File: src/rtl/spi_slave_regfile_pkg.sv
// Shared definitions for the SPI brightness register slave: field widths,
// chip-select polarity, command codes and FSM state encodings.
package spi_slave_regfile_pkg;

  localparam int DEF_CMD_BITS         = 8;
  localparam int DEF_ADDR_BITS        = 8;
  localparam int DEF_PAYLOAD_BITS     = 8;
  localparam int MASTER_FRAME_WIDTH   = DEF_CMD_BITS + DEF_ADDR_BITS + DEF_PAYLOAD_BITS;
  localparam int DEF_BRIGHTNESS_WIDTH = 7;
  localparam int DEF_NUM_REGS         = 4;

  localparam logic CS_ASSERT   = 1'b0;
  localparam logic CS_DEASSERT = 1'b1;

  localparam logic [7:0] CMD_WRITE = 8'h01;
  localparam logic [7:0] CMD_READ  = 8'h02;

  localparam logic [2:0] ST_IDLE    = 3'd0;
  localparam logic [2:0] ST_CMD     = 3'd1;
  localparam logic [2:0] ST_ADDR    = 3'd2;
  localparam logic [2:0] ST_PAYLOAD = 3'd3;
  localparam logic [2:0] ST_COMMIT  = 3'd4;
  localparam logic [2:0] ST_DONE    = 3'd5;

endpackage

File: src/rtl/spi_sync_edge.sv
// Two-stage synchronizer for an asynchronous pin with registered one-cycle
// rise/fall pulses derived from the synchronized level and its delayed copy.
module spi_sync_edge (
  input  logic sysclk,
  input  logic rst,
  input  logic din,
  output logic level,
  output logic rise,
  output logic fall
);

  logic sync1_r;
  logic sync2_r;
  logic prev_r;
  logic rise_r;
  logic fall_r;

  // Synchronizer chain and edge-pulse registers.
  always_ff @(posedge sysclk or posedge rst) begin
    if (rst) begin
      sync1_r <= 1'b0;
      sync2_r <= 1'b0;
      prev_r  <= 1'b0;
      rise_r  <= 1'b0;
      fall_r  <= 1'b0;
    end else begin
      sync1_r <= din;
      sync2_r <= sync1_r;
      prev_r  <= sync2_r;
      rise_r  <= sync2_r & ~prev_r;
      fall_r  <= ~sync2_r & prev_r;
    end
  end

  assign level = sync2_r;
  assign rise  = rise_r;
  assign fall  = fall_r;

endmodule

File: src/rtl/spi_slave_regfile.sv
// SPI mode 0 slave holding a bank of brightness registers; all pins are
// oversampled in sysclk, frames are command/address/payload, MSB first.
module spi_slave_regfile
  import spi_slave_regfile_pkg::*;
#(
  parameter int CMD_BITS         = DEF_CMD_BITS,
  parameter int ADDR_BITS        = DEF_ADDR_BITS,
  parameter int PAYLOAD_BITS     = DEF_PAYLOAD_BITS,
  parameter int FRAME_WIDTH      = MASTER_FRAME_WIDTH,
  parameter int BRIGHTNESS_WIDTH = DEF_BRIGHTNESS_WIDTH,
  parameter int NUM_REGS         = DEF_NUM_REGS
) (
  input  logic                                 sysclk,
  input  logic                                 rst,
  input  logic                                 cs,
  input  logic                                 sclk,
  input  logic                                 mosi,
  output logic                                 miso,
  output logic [NUM_REGS*BRIGHTNESS_WIDTH-1:0] o_brightness,
  output logic                                 o_wr_strobe,
  output logic [ADDR_BITS-1:0]                 o_wr_addr,
  output logic                                 o_frame_err
);

  localparam int         IDX_W     = (NUM_REGS > 1) ? $clog2(NUM_REGS) : 1;
  localparam logic [4:0] CMD_END   = 5'(CMD_BITS - 1);
  localparam logic [4:0] ADDR_END  = 5'(CMD_BITS + ADDR_BITS - 1);
  localparam logic [4:0] FRAME_END = 5'(FRAME_WIDTH - 1);

  logic cs_lvl_s;
  logic cs_fall_s;
  logic cs_rise_unused_s;
  logic sclk_lvl_unused_s;
  logic sclk_rise_s;
  logic sclk_fall_s;
  logic mosi_s;
  logic mosi_rise_unused_s;
  logic mosi_fall_unused_s;

  logic [2:0]                  state_r;
  logic [4:0]                  cnt_r;
  logic [FRAME_WIDTH-1:0]      rx_r;
  logic [PAYLOAD_BITS-1:0]     tx_r;
  logic                        miso_r;
  logic                        strobe_r;
  logic [ADDR_BITS-1:0]        wr_addr_r;
  logic                        err_r;
  logic [BRIGHTNESS_WIDTH-1:0] regs_r [NUM_REGS];

  logic [FRAME_WIDTH-1:0]  rx_next_s;
  logic [CMD_BITS-1:0]     cmd_s;
  logic [ADDR_BITS-1:0]    addr_s;
  logic [ADDR_BITS-1:0]    new_addr_s;
  logic [PAYLOAD_BITS-1:0] tx_load_s;
  logic                    in_frame_s;

  spi_sync_edge u_sync_cs (
    .sysclk (sysclk),
    .rst    (rst),
    .din    (cs),
    .level  (cs_lvl_s),
    .rise   (cs_rise_unused_s),
    .fall   (cs_fall_s)
  );

  spi_sync_edge u_sync_sclk (
    .sysclk (sysclk),
    .rst    (rst),
    .din    (sclk),
    .level  (sclk_lvl_unused_s),
    .rise   (sclk_rise_s),
    .fall   (sclk_fall_s)
  );

  spi_sync_edge u_sync_mosi (
    .sysclk (sysclk),
    .rst    (rst),
    .din    (mosi),
    .level  (mosi_s),
    .rise   (mosi_rise_unused_s),
    .fall   (mosi_fall_unused_s)
  );

  assign rx_next_s  = {rx_r[FRAME_WIDTH-2:0], mosi_s};
  assign cmd_s      = rx_r[FRAME_WIDTH-1 -: CMD_BITS];
  assign addr_s     = rx_r[PAYLOAD_BITS +: ADDR_BITS];
  assign new_addr_s = rx_next_s[ADDR_BITS-1:0];
  assign in_frame_s = (state_r == ST_CMD) || (state_r == ST_ADDR) || (state_r == ST_PAYLOAD);

  // Readback value for the address completed by the current sclk rise.
  always_comb begin
    tx_load_s = '0;
    if (new_addr_s < ADDR_BITS'(NUM_REGS)) begin
      tx_load_s = PAYLOAD_BITS'(regs_r[new_addr_s[IDX_W-1:0]]);
    end else begin
      tx_load_s = '0;
    end
  end

  // Frame FSM, shift registers, register bank and output pulses.
  always_ff @(posedge sysclk or posedge rst) begin
    if (rst) begin
      state_r   <= ST_IDLE;
      cnt_r     <= 5'd0;
      rx_r      <= '0;
      tx_r      <= '0;
      miso_r    <= 1'b0;
      strobe_r  <= 1'b0;
      wr_addr_r <= '0;
      err_r     <= 1'b0;
      for (int i = 0; i < NUM_REGS; i++) begin
        regs_r[i] <= '0;
      end
    end else begin
      strobe_r <= 1'b0;
      err_r    <= 1'b0;
      // Deasserted cs has priority over a coincident sclk rise.
      if (cs_lvl_s == CS_DEASSERT) begin
        err_r   <= in_frame_s;
        state_r <= ST_IDLE;
        cnt_r   <= 5'd0;
        miso_r  <= 1'b0;
      end else begin
        case (state_r)
          ST_IDLE: begin
            cnt_r  <= 5'd0;
            miso_r <= 1'b0;
            if (cs_fall_s) begin
              state_r <= ST_CMD;
            end
          end
          ST_CMD: begin
            if (sclk_rise_s) begin
              rx_r  <= rx_next_s;
              cnt_r <= cnt_r + 5'd1;
              if (cnt_r == CMD_END) begin
                state_r <= ST_ADDR;
              end
            end
          end
          ST_ADDR: begin
            if (sclk_rise_s) begin
              rx_r  <= rx_next_s;
              cnt_r <= cnt_r + 5'd1;
              if (cnt_r == ADDR_END) begin
                state_r <= ST_PAYLOAD;
                tx_r    <= tx_load_s;
              end
            end
          end
          ST_PAYLOAD: begin
            if (sclk_rise_s) begin
              rx_r  <= rx_next_s;
              cnt_r <= cnt_r + 5'd1;
              if (cnt_r == FRAME_END) begin
                state_r <= ST_COMMIT;
                miso_r  <= 1'b0;
              end
            end else if (sclk_fall_s) begin
              miso_r <= tx_r[PAYLOAD_BITS-1];
              tx_r   <= {tx_r[PAYLOAD_BITS-2:0], 1'b0};
            end
          end
          ST_COMMIT: begin
            miso_r  <= 1'b0;
            state_r <= ST_DONE;
            if ((cmd_s == CMD_BITS'(CMD_WRITE)) && (addr_s < ADDR_BITS'(NUM_REGS))) begin
              regs_r[addr_s[IDX_W-1:0]] <= rx_r[BRIGHTNESS_WIDTH-1:0];
              strobe_r                  <= 1'b1;
              wr_addr_r                 <= addr_s;
            end
          end
          ST_DONE: begin
            miso_r <= 1'b0;
          end
          default: begin
            state_r <= ST_IDLE;
            miso_r  <= 1'b0;
          end
        endcase
      end
    end
  end

  for (genvar g = 0; g < NUM_REGS; g++) begin : g_pack
    assign o_brightness[g*BRIGHTNESS_WIDTH +: BRIGHTNESS_WIDTH] = regs_r[g];
  end

  assign miso        = miso_r;
  assign o_wr_strobe = strobe_r;
  assign o_wr_addr   = wr_addr_r;
  assign o_frame_err = err_r;

endmodule
File: config.mk
export PLATFORM = sky130hd
export DESIGN_NAME = spi_slave_regfile
export DESIGN_NICKNAME = d
export VERILOG_FILES = /design/src/rtl/spi_slave_regfile_pkg.sv /design/src/rtl/spi_sync_edge.sv /design/src/rtl/spi_slave_regfile.sv
export SDC_FILE = /design/constraint.sdc
export NUM_CORES = 1
export LEC_CHECK = 0
export ABC_AREA = 1
export CORE_UTILIZATION = 55
export CTS_CLUSTER_SIZE = 20
export DETAILED_ROUTE_END_ITERATION = 16
export PLACE_DENSITY = 0.76
export SETUP_SLACK_MARGIN = 0.3
export SYNTH_ARGS = -nofsm -noshare
export SYNTH_HDL_FRONTEND = slang
export SYNTH_SLANG_ARGS = --single-unit
File: constraint.sdc
create_clock -name sysclk -period 8.74 [get_ports sysclk]
set_clock_uncertainty 0.05 [all_clocks]
set_input_delay 1.311 -clock sysclk [delete_from_list [all_inputs] [get_ports sysclk]]
set_output_delay 1.311 -clock sysclk [all_outputs]
set_load 0.05 [all_outputs]
After elaboration in Yosys (flattened, before gate mapping)
Cells that the tools add are included.
- input bits: 5
- memory bits (writable): 0
- memories kept: 0
- output and inout bits: 39
- logic and storage cells: 110
- memory bits (read-only): 0
- bits in latches: 0
- register bits: 90
- reduce and logical (&&, ||, !) cells: 15
- divide/modulo/power cells: 0
- bitwise gates (word level): 8
- multipliers: 0
- $add $sub $neg: 1
- shifts and indexed selects: 0
- $lt $le $gt $ge: 5
- muxes and demuxes: 33
- equality and inequality tests: 25
- operators with widths (operator ; number):
    8-bit 2-to-1 mux ; 4
    28-bit bitwise mux ; 1
    7-bit 2-to-1 mux ; 4
    3-bit 2-to-1 mux ; 8
    3-bit by 1-bit inequality test with 1-bit output (second input constant) ; 8
    3-bit case mux with 6 select lines ; 1
    8-bit by 3-bit less-than comparator with 1-bit output (second input constant) ; 2
    8-bit case mux with 2 select lines ; 1
    7-bit binary-select mux with 2-bit select ; 1
    7-bit demux with 2-bit select ; 1
    5-bit 2-to-1 mux ; 2
    2-bit by 1-bit inequality test with 1-bit output (second input constant) ; 5
    5-bit case mux with 2 select lines ; 1
    3-bit AND reduction ; 3
    8-bit by 1-bit equality test with 1-bit output (second input constant) ; 1
    1-bit 2-to-1 mux ; 8
    8-bit AND reduction ; 1
    3-bit by 2-bit equality test with 1-bit output (second input constant) ; 2
    3-bit equality test (second input constant) ; 2
    3-bit greater-or-equal comparator (second input constant) ; 2
    2-bit inverter with 3-bit output ; 2
    6-bit AND reduction ; 1
    5-bit by 1-bit adder with 5-bit output (second input constant) ; 1
    5-bit by 3-bit equality test with 1-bit output (second input constant) ; 1
    18 further kinds ; 24

Depth between registers and ports, before layout
Gate-level depths: netlist of run 1.
- depth in word-level cells: 8
- depth in mapped cells: 10
- depth with buffers taken out: 10

Modules after synthesis
Synthesis of run 1 repeated with hierarchy kept, for this count alone.
- cells, all modules: 488
- area, all modules: 4171.5 sq um
- modules (own cells, without submodules) (module ; area an instance (sq um) ; instances ; seq. area each (sq um) ; cells an instance):
    spi_slave_regfile ; 3739.8 ; 1 ; 1976.9 ; 458
    spi_sync_edge ; 143.9 ; 3 ; 125.1 ; 10

Worst setup path after synthesis of run 1
Ideal clock, no wire load.
- path kind: register -> output
- start: register wr_addr_r[1] (netlist: o_wr_addr[1])
- end: output port o_wr_addr[1]
- data required time: 7.379 ns
- cell stages (with the launch flop): 1
- path slack: 6.763 ns
- arrival time: 0.616 ns
- buffers on the path: 0
- cell sequence: dfrtp_1
- RTL lines (what ; RTL line ; text):
    from (decl) ; spi_slave_regfile.sv:46 ; logic [ADDR_BITS-1:0] wr_addr_r;
    from (signal assigned) ; spi_slave_regfile.sv:170 ; wr_addr_r <= addr_s;
    to (decl) ; spi_slave_regfile.sv:21 ; output logic [ADDR_BITS-1:0] o_wr_addr,
No word-level cell between the ends.

Worst setup path in the final report of run 1
- start: register regs_r, in the netlist o_brightness[24]
- end: output port o_brightness[24]
- RTL lines (what ; RTL line ; text):
    from (decl) ; spi_slave_regfile.sv:48 ; logic [BRIGHTNESS_WIDTH-1:0] regs_r [NUM_REGS];
    from (signal, indexed assignment) ; spi_slave_regfile.sv:168 ; regs_r[addr_s[IDX_W-1:0]] <= rx_r[BRIGHTNESS_WIDTH-1:0];
    to (decl) ; spi_slave_regfile.sv:19 ; output logic [NUM_REGS*BRIGHTNESS_WIDTH-1:0] o_brightness,
No word-level cell between the ends.

==> results of run 1 <==
stage by stage:
step	util	setup slack [ns]	power, W	area [um^2]
floorplan	-	5.04	0.000769	4150
global placement	0.632	5.92	0.000820	4610
detailed placement	0.632	5.91	0.000829	4610
CTS	0.658	5.78	0.00111	4800
global route	0.658	5.74	0.00118	4800
finish	0.658	5.79	0.00110	4800
path summary, 6_finish.rpt:
path | to | slack (ns) | cells past startpoint
max | o_brightness[24] | 5.79 | 1
min in group asynchronous | tx_r[6] | 1.58 | 3
max reg2reg | tx_r[1] | 6.80 | 10
max in group asynchronous | o_wr_addr[1] | 6.36 | 3
min | u_sync_sclk.level | 0.32 | 0
min reg2reg | u_sync_sclk.level | 0.32 | 0
power groups by stage:
stage / registers [W] / clock network, W / logic (W)
final: 0.000546 / 0.000282 / 0.000276
after global placement: 0.000553 / 0 / 0.000267
after floorplan: 0.000527 / 0 / 0.000242
after detailed placement: 0.000553 / 0 / 0.000276
after global routing: 0.000557 / 0.000310 / 0.000313
after CTS: 0.000546 / 0.000289 / 0.000279
layer usage:
metal	track usage	part of all wire	vias up	routed length, um
met5	0	0	-	0
li1	-	-	1616	-
met1	0.305	0.45	1557	3690
met2	0.363	0.50	71	4080
met4	0.0850	0.011	0	89
met3	0.0476	0.039	10	318
registers in the layout, indices dropped and copies added (netlist names), 3 cells and up:
| register | flops |
|---|---|
| cnt_r | 5 |
| state_r | 3 |
| tx_r | 8 |
| o_wr_addr | 8 |
| o_brightness | 28 |
| rx_r | 24 |
worst reg2reg max path: cells and delay by family, from the launching register on:
| family | cells | cell delay [ns] |
|---|---|---|
| buffers and inverters | 1 | 0.19 |
| DFF | 1 | 0.41 |
| AOI/OAI and AO/OA | 1 | 0.14 |
| adders and majority gates | 2 | 0.40 |
| and+or+nand+nor | 6 | 0.63 |
final cells by class:
cell class	count	share of cell area
Clock buffer	10	0.0266
Multi-Input combinational cell	328	0.334
Clock inverter	6	0.0136
Tap cell	99	0.0258
Inverter	50	0.0399
Sequential cell	90	0.469
Timing Repair Buffer	44	0.0913
cells by family (layout without fill, tap and decap cells):
group                      Yosys count  in the layout  synth area share
AOI/OAI and AO/OA                   54             54            0.0675
xor gates and xnor gates             1              1           0.00211
adders and majority gates            2              2           0.00603
buffers and inverters               66            110            0.0718
DFF                                 90             90             0.543
muxes                                2              2           0.00724
and+or+nand+nor                    269            269             0.303
layout by cell type (no fill, tap or decap), types with 2 or more instances in the layout:
master	count
nand4_1	24
ha_1	2
inv_6	2
clkinv_2	3
nand2_4	2
nor2_8	4
o21ai_0	34
a21oi_1	10
nand4_4	3
o21ai_1	5
o22ai_1	3
inv_2	7
nand2_1	157
dfrtp_1	90
inv_1	39
nor2_2	5
mux2_4	2
clkinv_1	2
nand2_2	5
clkdlybuf4s50_1	43
clkbuf_8	9
nand3_1	12
nor2_1	55
==> metrics.md, run 1 <==
| Metric | Value |
|---|---|
| Clock Pin Slew Worst Setup and Hold Paths | 0.10 ns |
| Post-Route WL | 8.18 mm |
| Biggest area consumer among synthesized cells | dfrtp_1 |
| Critical path origin | o_brightness[24] |
| Comb pwr share | 0.250 |
| Area of the core | 0.00729 mm^2 |
| Total Routing Usage GR | 0.227 |
| Clock sinks | 90 |
| Clk buf depth | 2 |
| Critical path peak fanout | 3 |
| IO Pins | 44 |
| Setup Fix Bufs, Post-CTS | 0 |
| Reg2Reg Launch Point | cnt_r[0] |
| Core Rows | 31 |
| Drt wl/cell | 13.0 um |
| Crit-path slowest cell | clkdlybuf4s50_1 |
| Cell Area, Synth | 0.00415 mm^2 |
| Hold_sp | u_sync_sclk.sync1_r |
| CTS resizes | 0 |
| Top post-synthesis cells by count | nand2_1, dfrtp_1, nor2_1 |
| Most common cell in the netlist | nand2_1 |
| Share of cells above drive strength 1 | 0.0928 |
| Via count | 3254 |
| Post-synth EDFFs | 0 |
| Synth Net Count | 491 |
| Placed Cells | 611 |
| Critical Path AT | 1.59 ns |
| Actual slew at the worst max-slew pin | 1.11 ns |
| Max rail drop VDD | 114 uV |
| CP Buf/Inv Count | 1 |
| Final Setup Violations | 0 |
| Chip height | 88.9 um |
| Final #Nets | 530 |
| Sw Ratio | 0.375 |
| Clock latency on the worst-skew pair | 0.36 ns |
| Max-slew violations | 0 |
| Vias in the first global route | 2955 |
| Max-Cap Viols | 0 |
| Pleak | 2.49 nW |
| Area of the die | 0.00790 mm^2 |
| Final Critical Period | 2.95 ns |
| First-pass GRT wire length | 13.5 mm |
| Clk root buf | clkbuf_8 |
| Hold Vio Cnt, Final | 0 |
| Area growth syn-to-layout | 15.6% |
| Register area | 0.00225 mm^2 |
| Die W | 88.9 um |
| Yosys warning total | 0 |
| Top-area cell type share of the netlist area | 0.543 |
| DR DRC count | 0 |
| Fill count | 632 |
| Non-Filler Instances | 627 |
| Grt ovf | 0 |
| Seq/Total Area, Yosys | 0.543 |
| Async SR Flop Fraction | 1.00 |
| F_max | 0.339 GHz |
| Vias per inst | 5.19 |
| First-pass DRT Iterations | 6 |
| Largest net degree at the start of global routing | 91 |
| Register bit total from synthesis | 90 |
| CTS H-tree lvls | 3 |
| Setup TNS Final | 0 ns |
| Pwr dens | 230 mW/mm^2 |
| N_diodes | 0 |
| Hold buffers post-CTS | 0 |
| Worst path max stage delay | 0.82 ns |
| Netlist cell types | 29 |
| CTS buffer count | 9 |
| Gpl congestion | 0.837 |
| Clock power frac | 0.256 |
| Smallest hold slack | 0.316 ns |
| Area contributors post-synth | dfrtp_1, nand2_1, nor2_1, o21ai_0, inv_1 |
| Outcome | finished, final reports clean |
| Unrepaired setup endpoints after global routing | false |
| Switching Power | 0.000414 W |
| HPWL after detailed placement | 5.62 mm |
| Endpoint class of the critical path | output port |
| Max transition margin | 0.261 |
| Worst path required time | 7.38 ns |
| IO buf count | 43 |
| Crit path cell chain | clkdlybuf4s50_1 |
| Initial core utilization | 0.569 |
| Fin crit share | 0.337 |
| Critical Path Start Type | register |
| Antenna viol nets, final | 0 |
| Post-synth top flop | dfrtp_1 |
| Internal Power | 0.000690 W |
| Initial drt markers | 243 |
| Initial antenna violation count | 0 |
| TritonCTS clock tree | done |
| Area of the multi-input gates | 0.00160 mm^2 |
| Synthesized area per cell | 8.57 um^2 |
| Worst Setup Path Type | register to output port |
| Mapped Cells | 484 |
| Tightest Hold Check Type | register to register |
| Sequential power share | 0.495 |
| Top cell family by delay on the critical path | buffers and inverters |
No activity file was read; power rests on OpenSTA's default activity.
==> run 2, diff against run 1 <==
CORE_UTILIZATION = 51   (was 55)
PLACE_DENSITY = 0.74   (was 0.76)
clock period = 2.4 ns   (was 8.74 ns; I/O delays follow)
==> run 2 against run 1 <==
Net effect: critical path depth unchanged; clock power rose to 4.1 times the previous value; flip-flop and latch count stayed put; worst hold slack worse by 0.011 ns; die area increased by 7.7%; count of clock-buffer cells in the layout decreased by 1; cell area is 2.1% higher; sequential share of layout area fell by 0.95 points; worst setup slack got worse by 5.4 ns; core utilization fell by 3.1 points; sequential power rose to 3.7 times the previous value.
==> metrics.md, run 2 (synthesized netlist as in run 1, its figures left out) <==
| Metric | Value |
|---|---|
| Worst slack, placed | 0.509 ns (was 5.91 ns) |
| Initial drt markers | 276 (was 243) |
| Tightest Hold Check Type | register to register (unchanged) |
| Total Routing Usage GR | 0.218 (was 0.227) |
| Smallest hold slack | 0.305 ns (was 0.316 ns) |
| First-pass GRT wire length | 14.4 mm (was 13.5 mm) |
| N_diodes | 0 (unchanged) |
| HPWL after detailed placement | 5.80 mm (was 5.62 mm) |
| Worst setup margin | 0.363 ns (was 5.79 ns) |
| IO Pins | 44 (unchanged) |
| Area growth syn-to-layout | 18.0% (was 15.6%) |
| Endpoint class of the critical path | output port (unchanged) |
| Max rail drop VDD | 491 uV (was 114 uV) |
| Chip height | 92.2 um (was 88.9 um) |
| Crit path cell chain | clkdlybuf4s50_1 (unchanged) |
| M1 wire length | 3.93 mm (was 3.69 mm) |
| Reg2Reg Setup Slack | 0.59 ns (was 6.80 ns) |
| Max reg flops | 28 (unchanged) |
| Total power | 0.00422 W (was 0.00110 W) |
| Final #Nets | 536 (was 530) |
| CTS buffer count | 9 (unchanged) |
| Area of the die | 0.00850 mm^2 (was 0.00790 mm^2) |
| Max-Cap Viols | 0 (unchanged) |
| Critical Path Start Type | register (unchanged) |
| F_max | 0.491 GHz |
| Unrepaired setup endpoints after global routing | false (unchanged) |
| Final Setup Violations | 0 (unchanged) |
| DR DRC count | 0 (unchanged) |
| Hold Vio Cnt, Final | 0 (unchanged) |
| TritonCTS clock tree | done (unchanged) |
| CP Buf/Inv Count | 1 (unchanged) |
| Setup Fix Bufs, Post-CTS | 0 (unchanged) |
| Grt ovf | 0 (unchanged) |
| Clock latency on the worst-skew pair | 0.37 ns (was 0.36 ns) |
| Most common cell after layout, fill and taps aside | nand2_1 (unchanged) |
| Post-Route WL | 8.39 mm (was 8.18 mm) |
| IO buf count | 43 (unchanged) |
| CTS H-tree lvls | 3 (unchanged) |
| Pleak | 2.54 nW (was 2.49 nW) |
| Via count | 3238 (was 3254) |
| First-pass DRT Iterations | 5 (was 6) |
| Antenna viol nets, final | 0 (unchanged) |
| Fin crit share | 0.849 |
| Highest routed layer | met4 (unchanged) |
| Fill count | 679 (was 632) |
| Area of the core | 0.00781 mm^2 (was 0.00729 mm^2) |
| Clock Pin Slew Worst Setup and Hold Paths | 0.09 ns (was 0.10 ns) |
| Die W | 92.2 um (was 88.9 um) |
| Outcome | finished, final reports clean (unchanged) |
| Wire length on met3 | 360 um (was 318 um) |
| Worst path required time | 1.99 ns (was 7.38 ns) |
| Vias in the first global route | 3062 (was 2955) |
| Top cell family by delay on the critical path | buffers and inverters (unchanged) |
| Pwr dens | 862 mW/mm^2 (was 230 mW/mm^2) |
| Largest net degree at the start of global routing | 91 (unchanged) |
| Drt wl/cell | 13.2 um (was 13.0 um) |
| Actual slew at the worst max-slew pin | 0.513 ns (was 1.11 ns) |
| Final Critical Period | 2.04 ns |
| Clk root buf | clkbuf_8 (unchanged) |
| Vias per inst | 5.09 (was 5.19) |
| Initial antenna violation count | 0 (unchanged) |
| Gpl congestion | 0.857 (was 0.837) |
| Core Rows | 32 (was 31) |
| Setup TNS Final | 0 ns (unchanged) |
| Most frequent cells in the layout | nand2_1, dfrtp_1, nor2_1 (unchanged) |
| Worst path max stage delay | 0.83 ns (was 0.82 ns) |
| Max transition margin | 0.657 (was 0.261) |
| Clock sinks | 90 (unchanged) |
| Worst Setup Path Type | register to output port (unchanged) |
| Crit-path slowest cell | clkdlybuf4s50_1 (unchanged) |
| Critical Path AT | 1.63 ns (was 1.59 ns) |
| Max-slew violations | 0 (unchanged) |
| Critical path peak fanout | 3 (unchanged) |
| Metal2 WL | 3.96 mm (was 4.08 mm) |
| Clk buf depth | 2 (unchanged) |
| Initial core utilization | 0.532 (was 0.569) |
| Share of cells above drive strength 1 | 0.107 (was 0.0928) |
## run 2: what timing repair did
action                     4_1_cts  5_1_grt
hold buffers                     0        0
gates resized for setup          0        1
setup endpoints to repair        0        6
## run 2: metrics by stage
| stage | std cells | utilization | instance area (um^2) |
|---|---|---|---|
| after floorplan | 484 | - | 4150 |
| after global placement | 620 | 0.598 | 4670 |
| after detailed placement | 620 | 0.598 | 4670 |
| after CTS | 636 | 0.627 | 4890 |
| after global routing | 636 | 0.627 | 4900 |
| final | 636 | 0.627 | 4900 |
## run 2: layout make-up
class / count / area [um^2] / share of cell area
Sequential cell: 90 / 2250 / 0.460
Multi-Input combinational cell: 328 / 1600 / 0.327
Timing Repair Buffer: 50 / 495 / 0.101
Inverter: 50 / 194 / 0.0396
Tap cell: 102 / 128 / 0.0261
Clock buffer: 9 / 124 / 0.0253
Clock inverter: 7 / 101 / 0.0207
## run 2: path summary, 6_finish.rpt
| kind | start | to | depth (start not counted) |
|---|---|---|---|
| setup / recovery | o_brightness[24] | o_brightness[24] | 1 |
| hold / removal | u_sync_sclk.sync1_r | u_sync_sclk.level | 0 |
| setup reg to reg | u_sync_cs.level | o_brightness[23] | 8 |
| hold reg to reg | u_sync_sclk.sync1_r | u_sync_sclk.level | 0 |
| max in group asynchronous | rst | tx_r[7] | 3 |
| min in group asynchronous | rst | o_wr_addr[5] | 3 |
## run 2: report_power, final
group | switching [W] | internal [W] | leakage, nW
Clock | 0.000572 | 0.000597 | 0.112
Sequential | 0.000278 | 0.00173 | 1.20
Combinational | 0.000707 | 0.000335 | 1.22
## run 2: metal layers
metal / global-route usage / vias up
li1: - / 1632
met5: 0 / -
met1: 0.312 / 1523
met4: 0.0768 / 0
met2: 0.334 / 72
met3: 0.0381 / 11
==> run 3, diff against run 2 <==
clock period = 1.75 ns   (was 2.4 ns; I/O delays follow)
==> run 3 against run 2 <==
Net effect: sequential share of layout area fell by 4.3 points; non-clock buffer count rose by 38; cell area rose by 10%; first-iteration DRC count fell by 1.1%; core utilization rose by 6.5 points; critical path type is now register to register; combinational power rose by 89%; clock power rose by 24%; total power rose by 46%; critical path depth rose by 9.
==> metrics.md, run 3 (synthesized netlist as in run 1, its figures left out) <==
| Metric | Value |
|---|---|
| Max-Cap Viols | 0 (unchanged) |
| Max transition margin | 0.683 (was 0.657) |
| TritonCTS clock tree | done (unchanged) |
| DR DRC count | 0 (unchanged) |
| Worst path required time | 1.96 ns (was 1.99 ns) |
| Fill count | 594 (was 679) |
| Pwr dens | 1140 mW/mm^2 (was 862 mW/mm^2) |
| Initial core utilization | 0.532 (unchanged) |
| Total power | 0.00616 W (was 0.00422 W) |
| Area of the die | 0.00850 mm^2 (unchanged) |
| Chip height | 92.2 um (unchanged) |
| HPWL after detailed placement | 6.10 mm (was 5.80 mm) |
| Final Setup Violations | 0 (unchanged) |
| Initial drt markers | 273 (was 276) |
| Crit path cell chain | ha_2, nand2_2, nor2_2, ha_2, a21oi_2, nor2_2, nand2_4, buf_6, nand2_1, nand2_1 (was clkdlybuf4s50_1) |
| Clock latency on the worst-skew pair | 0.36 ns (was 0.37 ns) |
| Via count | 3578 (was 3238) |
| Fin crit share | 0.945 |
| Drt wl/cell | 15.1 um (was 13.2 um) |
| Most common cell after layout, fill and taps aside | nand2_1 (unchanged) |
| Register area | 0.00225 mm^2 (about the same) |
| Crit-path slowest cell | dfrtp_1 (was clkdlybuf4s50_1) |
| IO buf count | 43 (unchanged) |
| Max rail drop VDD | 672 uV (was 491 uV) |
| Worst Setup Path Type | register to register (was register to output port) |
| Final Critical Period | 1.65 ns |
| Most frequent cells in the layout | nand2_1, dfrtp_1, buf_4 (was nand2_1, dfrtp_1, nor2_1) |
| Hold Vio Cnt, Final | 0 (unchanged) |
| Die W | 92.2 um (unchanged) |
| Post-Route WL | 10.2 mm (was 8.39 mm) |
| Placed Cells | 627 (was 620) |
| Endpoint class of the critical path | register (was output port) |
| Pleak | 2.89 nW (was 2.54 nW) |
| Area of the multi-input gates | 0.00179 mm^2 (was 0.00160 mm^2) |
| Non-Filler Instances | 674 (was 636) |
| Antenna viol nets, final | 0 (unchanged) |
| Core Rows | 32 (unchanged) |
| Share of cells above drive strength 1 | 0.329 (was 0.107) |
| Vias in the first global route | 3458 (was 3062) |
| Initial antenna violation count | 0 (unchanged) |
| Max-slew violations | 0 (unchanged) |
| Total Routing Usage GR | 0.251 (was 0.218) |
| Area growth syn-to-layout | 30.2% (was 18.0%) |
| Vias per inst | 5.31 (was 5.09) |
| Final #Nets | 574 (was 536) |
| F_max | 0.605 GHz |
| Actual slew at the worst max-slew pin | 0.475 ns (was 0.513 ns) |
| Critical Path AT | 1.86 ns (was 1.63 ns) |
| N_diodes | 0 (unchanged) |
| IO Pins | 44 (unchanged) |
| Clk buf depth | 2 (unchanged) |
| Final Core Density | 0.692 (was 0.627) |
| Critical Path Start Type | register (unchanged) |
| Outcome | finished, final reports clean (unchanged) |
| Unrepaired setup endpoints after global routing | true (was false) |
| Area of the core | 0.00781 mm^2 (unchanged) |
| Hold buffers post-CTS | 0 (unchanged) |
| Worst slack, placed | -0.00831 ns (was 0.509 ns) |
| First-pass DRT Iterations | 5 (unchanged) |
| Clk root buf | clkbuf_8 (unchanged) |
| Clock sinks | 90 (unchanged) |
| Clock Pin Slew Worst Setup and Hold Paths | 0.10 ns (was 0.09 ns) |
| CTS H-tree lvls | 3 (unchanged) |
| Grt ovf | 0 (unchanged) |
| Gpl congestion | 0.889 (was 0.857) |
| Largest net degree at the start of global routing | 91 (unchanged) |
| Tightest Hold Check Type | input port to register (was register to register) |
| Worst setup margin | 0.0959 ns (was 0.363 ns) |
| Worst path max stage delay | 0.36 ns (was 0.83 ns) |
| Critical path peak fanout | 7 (was 3) |
| Max reg flops | 28 (unchanged) |
| First-pass GRT wire length | 16.7 mm (was 14.4 mm) |
| CTS buffer count | 9 (unchanged) |
-- run 3: changes by cell type in the layout (fill, tap and decap cells not counted), sizes merged --
cell / delta
buf: +77
bufinv: -1
clkbuf: +1
clkdlybuf4s50: -39
clkinv: +3
clkinvlp: -1
inv: -2
-- run 3: worst max-delay path: cells and delay by family (launching register included) --
| family | cells | cell delay (ns) |
|---|---|---|
| fa+ha+maj | 2 | 0.39 |
| flops | 1 | 0.36 |
| compound gates | 1 | 0.06 |
| buf+inv | 1 | 0.14 |
| simple gates | 6 | 0.55 |
-- run 3: metrics by stage --
step	hold slack, ns	TNS, ns	cell area [um^2]
2_1_floorplan	0.244	0	4170
6_report	0.280	0	5400
3_3_place_gp	0.282	0	4650
5_1_grt	0.274	-0.141	5400
3_5_place_dp	0.286	-0.0109	4650
4_1_cts	0.274	0	5230
-- run 3: power breakdown --
| part | switching [W] | internal (W) |
|---|---|---|
| logic | 0.00125 | 0.000718 |
| clock network | 0.000751 | 0.000702 |
| registers | 0.000367 | 0.00238 |
-- run 3: timing repair --
| action | 4_1_cts | 5_1_grt |
|---|---|---|
| gates cloned | 2 | 0 |
| pin swaps | 19 | 22 |
| setup endpoints to repair | 63 | 78 |
| gates resized for setup | 39 | 46 |
| setup buffers | 24 | 5 |
-- run 3: worst paths after layout --
path	start	endpoint	slack, ns	cells after the start
worst min register to register	u_sync_mosi.sync1_r	u_sync_mosi.level	0.31	0
worst min-delay path	mosi	u_sync_mosi.sync1_r	0.28	1
max in group asynchronous	rst	state_r[2]	0.94	3
min in group asynchronous	rst	o_wr_addr[6]	0.33	3
worst max-delay path	cnt_r[1]	tx_r[1]	0.1	10
worst max register to register	cnt_r[1]	tx_r[1]	0.1	10
-- run 3: layout make-up --
cell class	count	area share
inverters	50	0.0377
clock inverters	6	0.0123
repair buffers	88	0.152
clock buffers	10	0.0255
well taps	102	0.0236
flip-flops and latches	90	0.417
multi-input cells	328	0.332
-- run 3: per-layer routing --
layer	vias up	share of wire	global-route usage
li1	1700	-	-
met1	1727	0.42	0.329
met2	123	0.51	0.421
met3	28	0.047	0.0439
met4	0	0.023	0.0846
met5	-	0	0
